### src/rtl/ifu_fetch_if.sv
// Bus bundle for the instruction fetch unit: memory request side and decode handoff side.
// The master modport is the fetch unit's view; slave is the environment's view.
interface ifu_fetch_if #(
   parameter int ADDR_W  = 8,
   parameter int INSTR_W = 16
);
   logic               imem_req_o;
   logic [ADDR_W-1:0]  imem_addr_o;
   logic               imem_ack_i;
   logic [INSTR_W-1:0] imem_data_i;
   logic               redirect_i;
   logic [ADDR_W-1:0]  redirect_addr_i;
   logic [INSTR_W-1:0] instr_o;
   logic [ADDR_W-1:0]  instr_pc_o;
   logic               instr_valid_o;
   logic               instr_ready_i;

   modport master (
      output imem_req_o, imem_addr_o, instr_o, instr_pc_o, instr_valid_o,
      input  imem_ack_i, imem_data_i, redirect_i, redirect_addr_i, instr_ready_i
   );

   modport slave (
      input  imem_req_o, imem_addr_o, instr_o, instr_pc_o, instr_valid_o,
      output imem_ack_i, imem_data_i, redirect_i, redirect_addr_i, instr_ready_i
   );
endinterface

### src/rtl/ifu_fetch.sv
// Instruction fetch unit: single-outstanding sequential fetch into a small FIFO,
// with redirect flush and discard of the in-flight response.
module ifu_fetch #(
   parameter int ADDR_W  = 8,
   parameter int INSTR_W = 16,
   parameter int DEPTH   = 2
) (
   input  logic       clock,
   input  logic       reset_n,
   ifu_fetch_if.master bus
);
   localparam int PTR_W = $clog2(DEPTH);
   localparam int CNT_W = $clog2(DEPTH + 1);
   localparam logic [CNT_W-1:0] FULL_C = CNT_W'(DEPTH);

   typedef enum logic [1:0] {
      IDLE    = 2'd0,
      FETCH   = 2'd1,
      DISCARD = 2'd2
   } state_t;

   state_t             state_q, state_d;
   logic [ADDR_W-1:0]  pc_q, pc_d;
   logic [ADDR_W-1:0]  addr_q, addr_d;
   logic [PTR_W-1:0]   rd_ptr_q, rd_ptr_d;
   logic [PTR_W-1:0]   wr_ptr_q, wr_ptr_d;
   logic [CNT_W-1:0]   count_q, count_d;
   logic [INSTR_W-1:0] data_q [DEPTH];
   logic [ADDR_W-1:0]  tag_q  [DEPTH];
   logic               ack_s, push_s, pop_s;

   // FIFO bookkeeping; a redirect wins over any push or pop in the same cycle
   always_comb begin
      ack_s    = bus.imem_ack_i & (state_q != IDLE);
      pop_s    = (count_q != '0) & bus.instr_ready_i & ~bus.redirect_i;
      push_s   = (state_q == FETCH) & ack_s & ~bus.redirect_i;
      rd_ptr_d = rd_ptr_q;
      wr_ptr_d = wr_ptr_q;
      count_d  = count_q;
      if (bus.redirect_i) begin
         rd_ptr_d = '0;
         wr_ptr_d = '0;
         count_d  = '0;
      end else begin
         if (push_s) begin
            wr_ptr_d = wr_ptr_q + PTR_W'(1);
         end else begin
            wr_ptr_d = wr_ptr_q;
         end
         if (pop_s) begin
            rd_ptr_d = rd_ptr_q + PTR_W'(1);
         end else begin
            rd_ptr_d = rd_ptr_q;
         end
         count_d = count_q + CNT_W'(push_s) - CNT_W'(pop_s);
      end
   end

   // Fetch FSM next state and PC
   always_comb begin
      state_d = state_q;
      pc_d    = pc_q;
      case (state_q)
         IDLE: begin
            if (bus.redirect_i) begin
               pc_d    = bus.redirect_addr_i;
               state_d = FETCH;
            end else if (count_d < FULL_C) begin
               state_d = FETCH;
            end else begin
               state_d = IDLE;
            end
         end
         FETCH: begin
            if (bus.redirect_i) begin
               pc_d    = bus.redirect_addr_i;
               state_d = ack_s ? FETCH : DISCARD;
            end else if (ack_s) begin
               pc_d    = pc_q + ADDR_W'(1);
               state_d = (count_d < FULL_C) ? FETCH : IDLE;
            end else begin
               state_d = FETCH;
            end
         end
         DISCARD: begin
            if (bus.redirect_i) begin
               pc_d    = bus.redirect_addr_i;
               state_d = ack_s ? FETCH : DISCARD;
            end else if (ack_s) begin
               state_d = FETCH;
            end else begin
               state_d = DISCARD;
            end
         end
         default: begin
            state_d = IDLE;
         end
      endcase
      // The stale request keeps its original address until its ack arrives
      addr_d = (state_d == DISCARD) ? addr_q : pc_d;
   end

   // Control state registers
   always_ff @(posedge clock or negedge reset_n) begin
      if (!reset_n) begin
         state_q  <= IDLE;
         pc_q     <= '0;
         addr_q   <= '0;
         rd_ptr_q <= '0;
         wr_ptr_q <= '0;
         count_q  <= '0;
      end else begin
         state_q  <= state_d;
         pc_q     <= pc_d;
         addr_q   <= addr_d;
         rd_ptr_q <= rd_ptr_d;
         wr_ptr_q <= wr_ptr_d;
         count_q  <= count_d;
      end
   end

   // FIFO storage: instruction word plus the PC it was fetched from
   always_ff @(posedge clock or negedge reset_n) begin
      if (!reset_n) begin
         for (int i = 0; i < DEPTH; i++) begin
            data_q[i] <= '0;
            tag_q[i]  <= '0;
         end
      end else if (push_s) begin
         data_q[wr_ptr_q] <= bus.imem_data_i;
         tag_q[wr_ptr_q]  <= pc_q;
      end
   end

   assign bus.imem_req_o    = (state_q != IDLE);
   assign bus.imem_addr_o   = addr_q;
   assign bus.instr_valid_o = (count_q != '0);
   assign bus.instr_o       = data_q[rd_ptr_q];
   assign bus.instr_pc_o    = tag_q[rd_ptr_q];
endmodule

### src/flat_wrapper.sv
// flat-port wrapper written by rule: the top's interface ports become plain ports
module ifu_fetch_flat 
#(
   parameter int ADDR_W  = 8,
   parameter int INSTR_W = 16,
   parameter int DEPTH   = 2
)
  (clock, reset_n, bus_imem_req_o, bus_imem_addr_o, bus_instr_o, bus_instr_pc_o, bus_instr_valid_o, bus_imem_ack_i, bus_imem_data_i, bus_redirect_i, bus_redirect_addr_i, bus_instr_ready_i);
  ifu_fetch_if #(.ADDR_W(ADDR_W), .INSTR_W(INSTR_W)) bus_i ();
  input  logic clock;
  input  logic reset_n;
  output wire logic [$bits(bus_i.imem_req_o)-1:0] bus_imem_req_o;
  output wire logic [$bits(bus_i.imem_addr_o)-1:0] bus_imem_addr_o;
  output wire logic [$bits(bus_i.instr_o)-1:0] bus_instr_o;
  output wire logic [$bits(bus_i.instr_pc_o)-1:0] bus_instr_pc_o;
  output wire logic [$bits(bus_i.instr_valid_o)-1:0] bus_instr_valid_o;
  input wire logic [$bits(bus_i.imem_ack_i)-1:0] bus_imem_ack_i;
  input wire logic [$bits(bus_i.imem_data_i)-1:0] bus_imem_data_i;
  input wire logic [$bits(bus_i.redirect_i)-1:0] bus_redirect_i;
  input wire logic [$bits(bus_i.redirect_addr_i)-1:0] bus_redirect_addr_i;
  input wire logic [$bits(bus_i.instr_ready_i)-1:0] bus_instr_ready_i;
  assign bus_imem_req_o = bus_i.imem_req_o;
  assign bus_imem_addr_o = bus_i.imem_addr_o;
  assign bus_instr_o = bus_i.instr_o;
  assign bus_instr_pc_o = bus_i.instr_pc_o;
  assign bus_instr_valid_o = bus_i.instr_valid_o;
  assign bus_i.imem_ack_i = bus_imem_ack_i;
  assign bus_i.imem_data_i = bus_imem_data_i;
  assign bus_i.redirect_i = bus_redirect_i;
  assign bus_i.redirect_addr_i = bus_redirect_addr_i;
  assign bus_i.instr_ready_i = bus_instr_ready_i;
  ifu_fetch #(.ADDR_W(ADDR_W), .INSTR_W(INSTR_W), .DEPTH(DEPTH)) u_core (.clock(clock), .reset_n(reset_n), .bus(bus_i));
endmodule
### config.mk
export PLATFORM = sky130hd
export DESIGN_NAME = ifu_fetch_flat
export DESIGN_NICKNAME = d
export VERILOG_FILES = /design/src/rtl/ifu_fetch_if.sv /design/src/rtl/ifu_fetch.sv /design/src/flat_wrapper.sv
export SDC_FILE = /design/constraint.sdc
export NUM_CORES = 1
export LEC_CHECK = 0
export ABC_AREA = 1
export BUFFER_PORTS_ARGS = -buffer_cell sky130_fd_sc_hd__clkbuf_2
export CAP_MARGIN = 20
export CORE_MARGIN = 4
export CORE_UTILIZATION = 54
export DETAILED_ROUTE_END_ITERATION = 8
export MAX_ROUTING_LAYER = met4
export PLACE_DENSITY_LB_ADDON = 0.12
export SYNTH_ARGS = -nofsm -noshare
export SYNTH_HDL_FRONTEND = slang
export SYNTH_SLANG_ARGS = --single-unit
### constraint.sdc
create_clock -name clock -period 3.3 [get_ports clock]
set_clock_uncertainty 0.2 [all_clocks]
set_input_delay 0.33 -clock clock [delete_from_list [all_inputs] [get_ports clock]]
set_output_delay 0.33 -clock clock [all_outputs]
set_load 0.02 [all_outputs]
# Word-level counts from Yosys, hierarchy flattened

Index checks and enable logic that the tools add are counted.

Bits in registers: 70
Bits in latches: 0
RAM bits: 0
Memory bits (read-only): 0
Input bits: 29
Output and inout bits: 34
Logic and storage cells: 64
Memories: 0

$add $sub $neg: 5
Multiply operators: 0
Div/mod/pow operators: 0
$lt $le $gt $ge: 4
Equality and inequality tests: 3
Shift operators: 0
Muxes and demuxes: 27
Bitwise operators: 8
Reduce and logical (&&, ||, !) cells: 7

Operators by type and width:

| kind                  | number |
|---|---|
| $mux W16              | 4 |
| $mux W8               | 7 |
| $bwmux W32            | 1 |
| $bwmux W16            | 1 |
| $demux W16 S1         | 1 |
| $pmux W8 S2           | 1 |
| $add A8 B1 Y8 const B | 1 |
| $demux W8 S1          | 1 |
| $mux W2               | 4 |
| $reduce_bool A2 Y1    | 4 |
| $mux W1               | 6 |
| $pmux W2 S3           | 1 |
| $and A1 B1 Y1         | 5 |
| $eq A2 B2 Y1 const B  | 2 |
| $ge A2 B2 Y1 const B  | 2 |
| $not A1 Y2            | 2 |
| $add A1 B1 Y1 const B | 2 |
| $add A2 B1 Y2         | 1 |
| $eq A2 B1 Y1 const B  | 1 |
| $logic_not A2 Y1      | 1 |
| $lt A2 B1 Y1 const B  | 1 |
| $lt A2 B2 Y1 const B  | 1 |
| $reduce_or A2 Y1      | 1 |
| $sub A2 B1 Y2         | 1 |
| 2 further kinds       | 2 |

# Depth between registers and ports, before layout

Gate-level depths: netlist of run 1.

Depth after elaboration: 13
Gate-level depth with buffers: 12
Depth with buffers taken out: 11

# Worst setup path before layout of run 1

OpenSTA, ideal clock, no wires.

Path kind: register to register
From: register u_core.count_q[0]
To: register u_core.state_q[0]
Setup time: 0.134 ns
Arrival: 1.732 ns
Data required time: 2.966 ns
Path slack: 1.234 ns
Stages on the path, launching flop included: 12
Buffers on the path: 0
Clock period less this slack: 2.066 ns
Path through: dfrtp_1 or2_2 nand2_1 nor2_1 ha_1 inv_1 ha_1 inv_1 nor2_1 nand3b_1 o21ai_0 o211ai_1

Cells in the longest elaborated chain, start to end: 10
Elaborated cells on any way between the ends: 12
Classes of those cells: add/sub: 2; order compare: 1; mux: 6; bitwise: 2; reduce/logical: 1

Ends and longest elaborated chain:

| item                           | line                             | text |
|---|---|---|
| start, declared                | ifu_fetch.sv:27                  | `logic [CNT_W-1:0] count_q, count_d;` |
| start signal, assigned         | ifu_fetch.sv:118                 | `count_q <= count_d;` |
| $reduce_bool A2 Y1 (*)         | n/a                              |  |
| named net bus_instr_valid_o    | flat_wrapper.sv:16               | `output wire logic [$bits(bus_i.instr_valid_o)-1:0] bus_instr_valid_o;` |
| $and A1 B1 Y1 (*) (2 in a row) | ifu_fetch.sv:35                  | `pop_s = (count_q != '0) & bus.instr_ready_i & ~bus.redirect_i;` |
| $sub A2 B1 Y2 (*)              | ifu_fetch.sv:55                  | `count_d = count_q + CNT_W'(push_s) - CNT_W'(pop_s);` |
| $mux W2 (*)                    | ifu_fetch.sv:40                  | `if (bus.redirect_i) begin` |
| $lt A2 B2 Y1 (*)               | ifu_fetch.sv:68, ifu_fetch.sv:80 |  |
| $mux W1 (*)                    | ifu_fetch.sv:68, ifu_fetch.sv:80 |  |
| $mux W1                        | ifu_fetch.sv:78                  | `end else if (ack_s) begin` |
| $mux W2                        | ifu_fetch.sv:75                  | `if (bus.redirect_i) begin` |
| $pmux W2 S3 (*)                | ifu_fetch.sv:63                  | `case (state_q)` |
| named net u_core.state_d[0]    | ifu_fetch.sv:22                  | `state_t state_q, state_d;` |
| end signal, assigned           | ifu_fetch.sv:113                 | `state_q <= state_d;` |
| end, declared                  | ifu_fetch.sv:22                  |  |

Mark *: on every way through the listed nets, which the timed path passes. The rest lies on a longest branch.
A chain may end at the register's enable or synchronous reset.

# Worst setup path after layout of run 1

From: register u_core.count_q[1]
To: register u_core.state_q[0]

Cells in the longest elaborated chain, start to end: 10
Elaborated cells on any way between the ends: 12
Classes of those cells: add/sub: 2; order compare: 1; mux: 6; bitwise: 2; reduce/logical: 1

Ends and longest elaborated chain:

| item                        | line |
|---|---|
| $reduce_bool A2 Y1          | ifu_fetch.sv:35 |
| $and A1 B1 Y1 (2 in a row)  | ifu_fetch.sv:35 |
| $sub A2 B1 Y2 (*)           | ifu_fetch.sv:55 |
| $mux W2 (*)                 | ifu_fetch.sv:40 |
| $lt A2 B2 Y1 (*)            | ifu_fetch.sv:68, ifu_fetch.sv:80 |
| $mux W1 (*)                 | ifu_fetch.sv:68, ifu_fetch.sv:80 |
| $mux W1                     | ifu_fetch.sv:78 |
| $mux W2                     | ifu_fetch.sv:75 |
| $pmux W2 S3 (*)             | ifu_fetch.sv:63 |
| named net u_core.state_d[0] | ifu_fetch.sv:22 |

Marked as above.

==> flow_metrics.py, run 1 <==
metrics = {
    "floorplanning": {
        "die_w_um": 87.65,
        "die_area_mm2": 0.007683,
        "die_y_um": 87.65,
        "core_mm2": 0.006026,
        "io_pins": 63,
        "fp-row-count": 28,
        "initial_core_util_pct": 56.85,
    },
    "setup_path": {
        "end_kind": "flip-flop",
        "crit_chain": "or2_2 -> nand2_1 -> nor2_1 -> ha_1 -> inv_1 -> ha_1 -> inv_1 -> nor2_1 -> nand3b_1 -> o21ai_0 -> o211ai_1",
        "setup.worst_path.start": "u_core.count_q[1]",
        "required_ps": 3320,
        "r2r.worst_path.cells": 11,
        "slowest_stage": "dfrtp_1",
        "worstSetupPathDepth": 11,
        "cp-endpoint": "u_core.state_q[0]",
        "rrSetupSlack_ps": 1160,
        "crit_fanout": 3,
        "cp.buffers_inverters": 2,
        "worst_path_dominant_cell_family": "simple AND/OR/NAND/NOR gates",
        "cp.arrival_ps": 2160,
        "r2r-end": "u_core.state_q[0]",
        "start_kind": "flip-flop",
        "crit_type": "flip-flop to flip-flop",
        "worst_path_largest_cell_delay_ps": 400,
        "reg2reg_from": "u_core.count_q[1]",
    },
    "synthesis": {
        "seq_area_frac_synth_pct": 51.13,
        "synthCells": 393,
        "yosysTopAreaCellShare_pct": 51.13,
        "yosys-top-cells-area": "dfrtp_1 51%, nand2_1 12%, o21ai_0 8.3%",
        "synth_top_area_cell": "dfrtp_1",
        "synth_area_mm2": 0.003426,
        "syn_nets": 425,
        "synth_cell_types": 33,
        "synth_area_per_cell_um2": 8.717,
        "ys_seq_elements": 70,
        "yosysWarnings": 0,
    },
    "cells_and_area": {
        "fill_cells": 524,
        "post-route-cell-area_mm2": 0.003989,
        "multi_input_area_mm2": 0.001383,
        "stdcell_count": 534,
        "antenna_cells": 0,
        "drive_above_1_share_pct": 23.75,
        "seq_area_mm2": 0.001752,
        "area_growth_pct": 16.44,
        "nets": 486,
        "fin_util_pct": 66.20,
    },
    "drt": {
        "via_per_inst": 5.172,
        "first_pass_iters": 4,
        "ant_nets": 0,
        "vias": 2762,
        "remaining_drc_errors": 0,
        "drtIter0Drc": 136,
        "wl_per_cell_um": 13.48,
        "wirelength_mm": 7.200,
    },
    "cts": {
        "cts_sinks": 70,
        "postCtsHoldBufs": 1,
        "clockBufferDepth": 2,
        "cts_tree": "built",
        "htree_levels": 3,
        "post_cts_buffers": 0,
        "cts_buffers": 9,
        "cts-root-buf": "clkbuf_8",
        "clk_pin_slew_ps": 70,
        "clk_latency_ps": 340,
        "cts_resized": 0,
    },
    "status": {
        "violations": "hold timing",
        "outcome": "finished, violations left",
    },
    "sta": {
        "max_freq_mhz": 466.4,
        "slew_violations": 0,
        "setup_viol": 0,
        "fin_setup_tns_ps": 0,
        "relSlewSlack_pct": 42.44,
        "tightestPinTransition_ps": 863.4,
        "min_period_ps": 2144,
        "whs_ps": -18.48,
        "rsz0062_at_grt": "false",
        "timing.final.crit_share_pct": 64.98,
        "hold_viol_final": 14,
    },
    "power": {
        "seq_power_share_pct": 38.6,
        "power_density_mw_per_mm2": 968.4,
        "power.share.clock_pct": 19.1,
        "power.net_switching_mw": 1.554,
        "comb_power_share_pct": 42.3,
        "swShare_pct": 40.23,
        "power.leakage_nw": 2.125,
        "vdd_drop_max_mv": 0.5398,
        "p_int_mw": 2.309,
    },
    "grt": {
        "antenna_found_initial": 0,
        "gr-usage-all-layers_pct": 21.62,
        "grt_pass1_vias": 2773,
        "grt_overflow": 0,
        "grt_pass1_wl_mm": 12.59,
        "grt_max_degree": 71,
    },
    "placed_design": {
        "dpl.hpwl_mm": 4.898,
        "io_buffers": 62,
        "gp_congestion": 0.9642,
        "placed_area_mm2": 0.003760,
        "placedCellCount": 517,
    },
    "worst_hold_path": {
        "hp-class": "input port to async pin",
    },
    "run": {
        "drv_cap": 0,
    },
}
## registers in the layout, indices dropped and copies added, names as in the netlist
signal and flops:
u_core.data_q 32, u_core.wr_ptr_q 1, u_core.state_q 2, u_core.tag_q 16, u_core.rd_ptr_q 1, u_core.pc_q 8
u_core.count_q 2, u_core.bus.imem_addr_o 8
## cells in the final DEF (no fill, tap or decap), types with 5 or more instances in the layout
cell type  Yosys  layout
o21ai_1        5       5
o21ai_0       57      57
clkbuf_2       0      61
nand3_1       15      15
nand2_1      106     106
inv_1         49      49
mux2_4        15      15
nor2_1        21      21
dfrtp_1       70      70
clkbuf_8       0      13
## worst min path at each step
stage,from,end,slack (ps),depth (start not counted)
global placement,u_core.tag_q[10],u_core.tag_q[10],270,2
global route,bus_imem_data_i[11],u_core.data_q[11],9,3
detailed placement,u_core.bus.imem_addr_o[6],u_core.bus.imem_addr_o[6],270,2
floorplan,reset_n,u_core.bus.imem_addr_o[0],-170,0
CTS,bus_imem_data_i[14],u_core.data_q[14],0.2,3
finish,reset_n,u_core.data_q[6],-20,2
## kinds of logic after synthesis
logic type,Yosys count,synth area share [%]
buf+inv,69,8.692
simple gates,157,19.80
xor+xnor,1,0.2557
compound gates,76,11.80
flops,70,51.13
mux,17,7.232
fa+ha+maj,3,1.096
## power by group through the flow
| stage | clock network (mW) | logic (mW) | registers [mW] |
|---|---|---|---|
| finish | 0.738 | 1.63 | 1.49 |
| floorplan | 0 | 1.16 | 1.49 |
| global route | 0.784 | 1.84 | 1.54 |
| CTS | 0.755 | 1.66 | 1.49 |
| detailed placement | 0 | 1.64 | 1.51 |
| global placement | 0 | 1.61 | 1.49 |
## synthesized netlist by cell type
library cell and count:
a21oi_1 3, a2bb2oi_1 1, a31oi_1 3, and2_1 1
buf_2 1, buf_4 2, buf_6 4, clkbuf_1 9
clkinv_1 1, dfrtp_1 70, ha_1 3, inv_1 49
inv_2 3, mux2_2 2, mux2_4 15, nand2_1 106
nand2_2 1, nand2_4 2, nand3_1 15, nand3b_1 2
nand4_1 2, nor2_1 21, nor2_4 1, nor2_8 1
nor3_1 2, nor3_2 1, o211ai_1 2, o21ai_0 57
o21ai_1 5, o22ai_1 3, o32ai_1 2, or2_2 2
xnor2_1 1
## worst reg2reg max path, stage by stage, from the launching register on
cell,delay (ps)
dfrtp_1,400
or2_2,300
nand2_1,100
nor2_1,50
ha_1,280
inv_1,40
ha_1,170
inv_1,70
nor2_1,40
nand3b_1,170
o21ai_0,110
o211ai_1,100
## area by class of cell
type	instances	share of cell area, %
Sequential cell	70	43.91
Multi-Input combinational cell	254	34.66
Timing Repair Buffer	66	8.595
Inverter	53	4.987
Clock buffer	13	4.486
Tap cell	75	2.353
Clock inverter	3	1.004
## metal layers
| metal | routed length, um | track usage, % | part of all wire [%] |
|---|---|---|---|
| met5 | 0 | - | 0 |
| met4 | 188 | 9.902 | 2.6 |
| met1 | 3315 | 27.44 | 46 |
| met2 | 3348 | 33.56 | 47 |
| met3 | 347 | 4.139 | 4.8 |
## through the flow
step	worst slack (ps)	total power, mW
after CTS	1157	3.900
after detailed placement	1117	3.148
after global routing	1007	4.168
final	1156	3.863
after global placement	1222	3.106
after floorplan	1234	2.650
(Power assumes the default switching activity.)
==> run 2, diff against run 1 <==
Settings changed: CORE_UTILIZATION 54 to 50.
Clock period 3.3 ns to 1.9 ns, I/O delays scaled along.
==> run 2 against run 1 <==
Effect of this change:
- clock power rose by 53%
- fmax increased by 7.8%
- combinational power rose by 90%
- the flow finishes with violations (setup timing)
- final area grew 9.1%
- sequential power increased by 72%
- routed wire length increased by 5.3%
- critical path type unchanged
- die area up 7.3%
- global-route usage decreased by 1.3 points
==> flow_metrics.py, run 2 (same netlist as run 1, synthesis figures left out) <==
metrics = {
    "status": {
        "outcome": "finished, violations left",
        "violations": "setup timing",
    },
    "drt": {
        "remaining_drc_errors": 0,
        "first_pass_iters": 4,
        "via_per_inst": 5.033,
        "wl_per_cell_um": 13.33,
        "vias": 2864,
        "wirelength_mm": 7.585,
        "ant_nets": 0,
        "drtIter0Drc": 135,
    },
    "cts": {
        "cts_sinks": 70,
        "clockBufferDepth": 2,
        "htree_levels": 3,
        "cts_buffers": 9,
        "clk_pin_slew_ps": 70,
        "cts-root-buf": "clkbuf_8",
        "cts_tree": "built",
        "clk_latency_ps": 340,
    },
    "cells_and_area": {
        "area_growth_pct": 26.99,
        "drive_above_1_share_pct": 26.42,
        "nets": 521,
        "top_register": "u_core.data_q",
        "largest_register_ff_count": 32,
        "stdcell_count": 569,
        "final_cell_mix": "105 x nand2_1, 70 x dfrtp_1, 61 x clkbuf_2",
        "final_common_cell": "nand2_1",
        "antenna_cells": 0,
        "reg_top3": "u_core.data_q x32, u_core.tag_q x16",
    },
    "sta": {
        "rsz0062_at_grt": "true",
        "slew_violations": 0,
        "setup_viol": 1,
        "hold_viol_final": 0,
        "tightestPinTransition_ps": 373.1,
        "min_period_ps": 1989,
        "fin_setup_tns_ps": -89.28,
        "max_freq_mhz": 502.7,
        "relSlewSlack_pct": 75.13,
        "timing.final.crit_share_pct": 104.7,
        "setup_ws_ps": -89.28,
    },
    "floorplanning": {
        "die_area_mm2": 0.008240,
        "fp-row-count": 29,
        "die_y_um": 90.78,
        "die_w_um": 90.78,
        "initial_core_util_pct": 52.75,
        "core_mm2": 0.006495,
        "io_pins": 63,
    },
    "grt": {
        "antenna_found_initial": 0,
        "gr-usage-all-layers_pct": 20.28,
        "grt_pass1_wl_mm": 13.18,
        "grt_max_degree": 71,
        "grt_overflow": 0,
        "grt_pass1_vias": 2876,
    },
    "setup_path": {
        "required_ps": 1910,
        "rrSetupSlack_ps": -90,
        "cp.arrival_ps": 2000,
        "reg2reg_from": "u_core.count_q[1]",
        "end_kind": "flip-flop",
        "r2r-end": "u_core.state_q[0]",
        "r2r.worst_path.cells": 11,
        "crit_type": "flip-flop to flip-flop",
        "start_kind": "flip-flop",
        "crit_fanout": 2,
    },
    "power": {
        "power.leakage_nw": 2.270,
        "power.share.clock_pct": 16.6,
        "vdd_drop_max_mv": 0.9325,
        "seq_power_share_pct": 37.9,
        "power.net_switching_mw": 2.745,
        "comb_power_share_pct": 45.5,
        "swShare_pct": 40.46,
        "power.total_mw": 6.784,
        "p_int_mw": 4.039,
        "power_density_mw_per_mm2": 1559,
    },
    "placed_design": {
        "dpl.hpwl_mm": 5.102,
        "io_buffers": 62,
        "placedCellCount": 533,
        "gp_congestion": 0.8881,
    },
    "worst_hold_path": {
        "whs_path_depth": 4,
        "hold-path-endpoint": "u_core.pc_q[3]",
        "hp-class": "input port to flip-flop",
        "min_from": "bus_redirect_addr_i[3]",
    },
    "run": {
        "drv_cap": 0,
    },
}
-- run 2: how the worst max path moves through the flow --
stage,from,endpoint,slack [ps],cells after the start
floorplan,u_core.count_q[1],u_core.state_q[0],-70,11
global placement,u_core.count_q[1],u_core.state_q[0],-10,11
detailed placement,u_core.count_q[1],u_core.state_q[0],-120,11
CTS,u_core.count_q[0],u_core.state_q[0],-100,11
global route,u_core.count_q[1],u_core.state_q[0],-190,11
finish,u_core.count_q[1],u_core.state_q[0],-90,11
-- run 2: final cells by class --
| cell class | count | area (um^2) |
|---|---|---|
| inverters | 53 | 198.9 |
| well taps | 77 | 96.34 |
| fillers | 537 | 2145 |
| flip-flops and latches | 70 | 1752 |
| repair buffers | 101 | 700.7 |
| clock buffers | 10 | 127.6 |
| clock inverters | 4 | 50.05 |
| multi-input cells | 254 | 1425 |
-- run 2: routing by layer --
layer | GRT usage [%] | wire (um) | vias up
li1 | - | - | 1453
met1 | 26.90 | 3524 | 1333
met2 | 30.76 | 3583 | 68
met3 | 2.917 | 353 | 10
met4 | 9.673 | 123 | 0
met5 | - | 0 | -
-- run 2: through the flow --
step,hold WS (ps),worst slack [ps],utilization [%],instance area (um^2)
5_1_grt,56.66,-191.5,66.98,4350
4_1_cts,0.8955,-99.27,66.36,4310
3_5_place_dp,48.24,-117.5,60.43,3925
3_3_place_gp,43.98,-12.68,60.43,3925
6_report,13.03,-89.28,66.98,4350
2_1_floorplan,-305.6,-68.29,-,3433
-- run 2: repair_timing --
action	in CTS	in global routing
resized for setup	2	5
hold buffers	19	0
pin swaps	5	4
setup endpoints to repair	2	8
setup buffers	2	1
hold endpoints to repair	104	0
-- run 2: power groups by stage --
stage | Combinational (mW) | Clock [mW] | Sequential (mW)
4_1_cts | 3.08 | 1.16 | 2.57
3_3_place_gp | 2.98 | 0 | 2.56
5_1_grt | 3.47 | 1.21 | 2.67
6_report | 3.09 | 1.13 | 2.57
2_1_floorplan | 2.03 | 0 | 2.59
3_5_place_dp | 3.02 | 0 | 2.60
-- run 2: critical path, cell delays in order (launching register included) --
cell	delay, ps
dfrtp_1	380
or2_4	260
nand2_4	80
nor2_4	40
ha_4	250
inv_2	40
ha_4	140
inv_2	40
nor2_1	30
nand3b_1	190
o21ai_1	100
o211ai_1	100
==> run 3, diff against run 2 <==
Settings changed: CTS_CLUSTER_DIAMETER set to 150, SETUP_SLACK_MARGIN set to 0.5, SKIP_LAST_GASP set to 1.
==> run 3 against run 2 <==
Effect of this change:
- final area grew 24%
- the run still ends with setup timing left
- clock-buffer cell count grew 1
- setup slack worse by 67 ps
- largest cell class is now multi-input combinational cells
- highest routed layer unchanged
- first-iteration DRC count up 35%
- final cell count increased by 6.2%
- clock power about the same
- via count is 15% higher
- core utilization increased by 16 points
- largest power group unchanged
==> flow_metrics.py, run 3 (same netlist as run 1, synthesis figures left out) <==
metrics = {
    "grt": {
        "grt_pass1_wl_mm": 15.59,
        "grt_pass1_vias": 3140,
        "gr-usage-all-layers_pct": 24.30,
        "grt_overflow": 0,
        "antenna_found_initial": 0,
        "grt_max_degree": 71,
    },
    "setup_path": {
        "end_kind": "flip-flop",
        "required_ps": 1920,
        "r2r.worst_path.cells": 11,
        "reg2reg_from": "u_core.count_q[1]",
        "cp.arrival_ps": 2070,
        "setup.worst_path.start": "u_core.count_q[1]",
        "crit_type": "flip-flop to flip-flop",
        "rrSetupSlack_ps": -160,
        "cp-endpoint": "u_core.state_q[0]",
        "crit_fanout": 2,
        "r2r-end": "u_core.state_q[0]",
        "start_kind": "flip-flop",
    },
    "power": {
        "vdd_drop_max_mv": 0.8636,
        "power.leakage_nw": 2.650,
        "power.total_mw": 8.976,
        "p_int_mw": 5.177,
        "power.net_switching_mw": 3.799,
        "power.share.clock_pct": 12.3,
        "power_density_mw_per_mm2": 1662,
        "seq_power_share_pct": 30.5,
        "comb_power_share_pct": 57.2,
        "swShare_pct": 42.33,
    },
    "drt": {
        "drtIter0Drc": 182,
        "remaining_drc_errors": 0,
        "vias": 3288,
        "wirelength_mm": 10.99,
        "first_pass_iters": 4,
        "ant_nets": 0,
        "wl_per_cell_um": 18.20,
        "via_per_inst": 5.444,
    },
    "placed_design": {
        "io_buffers": 62,
        "placedCellCount": 537,
        "gp_congestion": 0.9093,
        "dpl.hpwl_mm": 5.214,
        "place_worst_setup_slack_ps": -78.58,
    },
    "sta": {
        "relSlewSlack_pct": 63.31,
        "setup_ws_ps": -156.1,
        "tightestPinTransition_ps": 549.7,
        "min_period_ps": 2056,
        "max_freq_mhz": 486.4,
        "rsz0062_at_grt": "true",
        "timing.final.crit_share_pct": 108.2,
        "setup_viol": 3,
        "fin_setup_tns_ps": -246.8,
        "hold_viol_final": 0,
        "whs_ps": 12.56,
        "slew_violations": 0,
    },
    "floorplanning": {
        "fp-row-count": 29,
        "die_y_um": 90.78,
        "initial_core_util_pct": 52.75,
        "die_w_um": 90.78,
        "die_area_mm2": 0.008240,
        "core_mm2": 0.006495,
        "io_pins": 63,
    },
    "cts": {
        "clk_latency_ps": 340,
        "cts-root-buf": "clkbuf_8",
        "clockBufferDepth": 2,
        "cts_sinks": 70,
        "cts_tree": "built",
        "htree_levels": 3,
        "clk_pin_slew_ps": 70,
        "cts_buffers": 9,
    },
    "cells_and_area": {
        "stdcell_count": 604,
        "final_common_cell": "nand2_1",
        "antenna_cells": 0,
        "seq_area_mm2": 0.001755,
        "fill_cells": 365,
        "nets": 555,
        "drive_above_1_share_pct": 44.02,
        "largest_register_ff_count": 32,
        "multi_input_area_mm2": 0.001848,
        "area_growth_pct": 57.67,
        "final_cell_mix": "79 x nand2_1, 67 x dfrtp_1, 43 x inv_1",
        "reg_top3": "u_core.data_q x32, u_core.tag_q x16",
        "top_register": "u_core.data_q",
    },
    "status": {
        "outcome": "finished, violations left",
        "violations": "setup timing",
    },
    "worst_hold_path": {
        "hp-class": "input port to flip-flop",
    },
    "run": {
        "drv_cap": 0,
    },
}
==> run 3: cell types whose count changed in the layout (fill, tap and decap cells not counted), sizes merged <==
cell / previous run / this run
clkbuf: 71 / 51
clkinv: 2 / 5
nand2: 109 / 111
bufinv: 1 / 0
dlygate4sd3: 19 / 20
buf: 21 / 73
inv: 52 / 51
clkinvlp: 2 / 1
==> run 3: cell type report <==
type,count,share of cell area (%)
clock buffer,11,2.803
clock inverter,4,0.4170
inverter,53,3.892
multi-input combinational,256,34.21
sequential,70,32.50
tap,77,1.784
timing repair buffer,133,24.39
==> run 3: worst max-delay path: stages, from the launching register on <==
cell and delay, ps:
dfrtp_1 390, or2_4 260, nand2_2 70, nor2_2 30
ha_1 290, inv_2 40, ha_4 140, inv_2 50
nor2_2 30, nand3b_1 210, o21ai_2 110, o211ai_1 100
==> run 3: worst min path at each step <==
stage / start / slack (ps) / cells past startpoint / end
after CTS: bus_redirect_addr_i[7] / 5 / 5 / u_core.pc_q[7]
after global placement: reset_n / 50 / 2 / u_core.data_q[21]
final: bus_redirect_addr_i[7] / 10 / 5 / u_core.pc_q[7]
after detailed placement: reset_n / 50 / 2 / u_core.data_q[7]
after floorplan: reset_n / -310 / 0 / u_core.bus.imem_addr_o[0]
after global routing: bus_redirect_addr_i[4] / 30 / 5 / u_core.pc_q[4]
==> run 3: repair_timing <==
item,in CTS,in global routing
hold buffers,20,0
setup endpoints to repair,95,96
hold endpoints to repair,105,0
pin swaps,16,21
cloned,7,1
setup buffers,21,3
resized for setup,107,82
==> run 3: power groups by stage <==
stage	clock network (mW)	logic, mW	registers (mW)
after detailed placement	0	3.15	2.60
after floorplan	0	2.15	2.59
after CTS	1.09	4.26	2.63
after global placement	0	3.09	2.57
after global routing	1.20	5.47	2.80
final	1.10	5.14	2.74
==> run 3: metal layers <==
metal,vias up,track usage [%],share of wire [%]
li1,1529,-,-
met5,-,-,0
met1,1614,31.27,41
met2,123,39.47,53
met4,0,8.166,2.4
met3,22,3.750,4.6
==> run 3: metrics by stage <==
stage	cell area [um^2]	utilization (%)
after floorplan	3480	-
after global placement	3969	61.11
after detailed placement	3969	61.11
after CTS	5065	77.98
after global routing	5401	83.16
final	5401	83.16
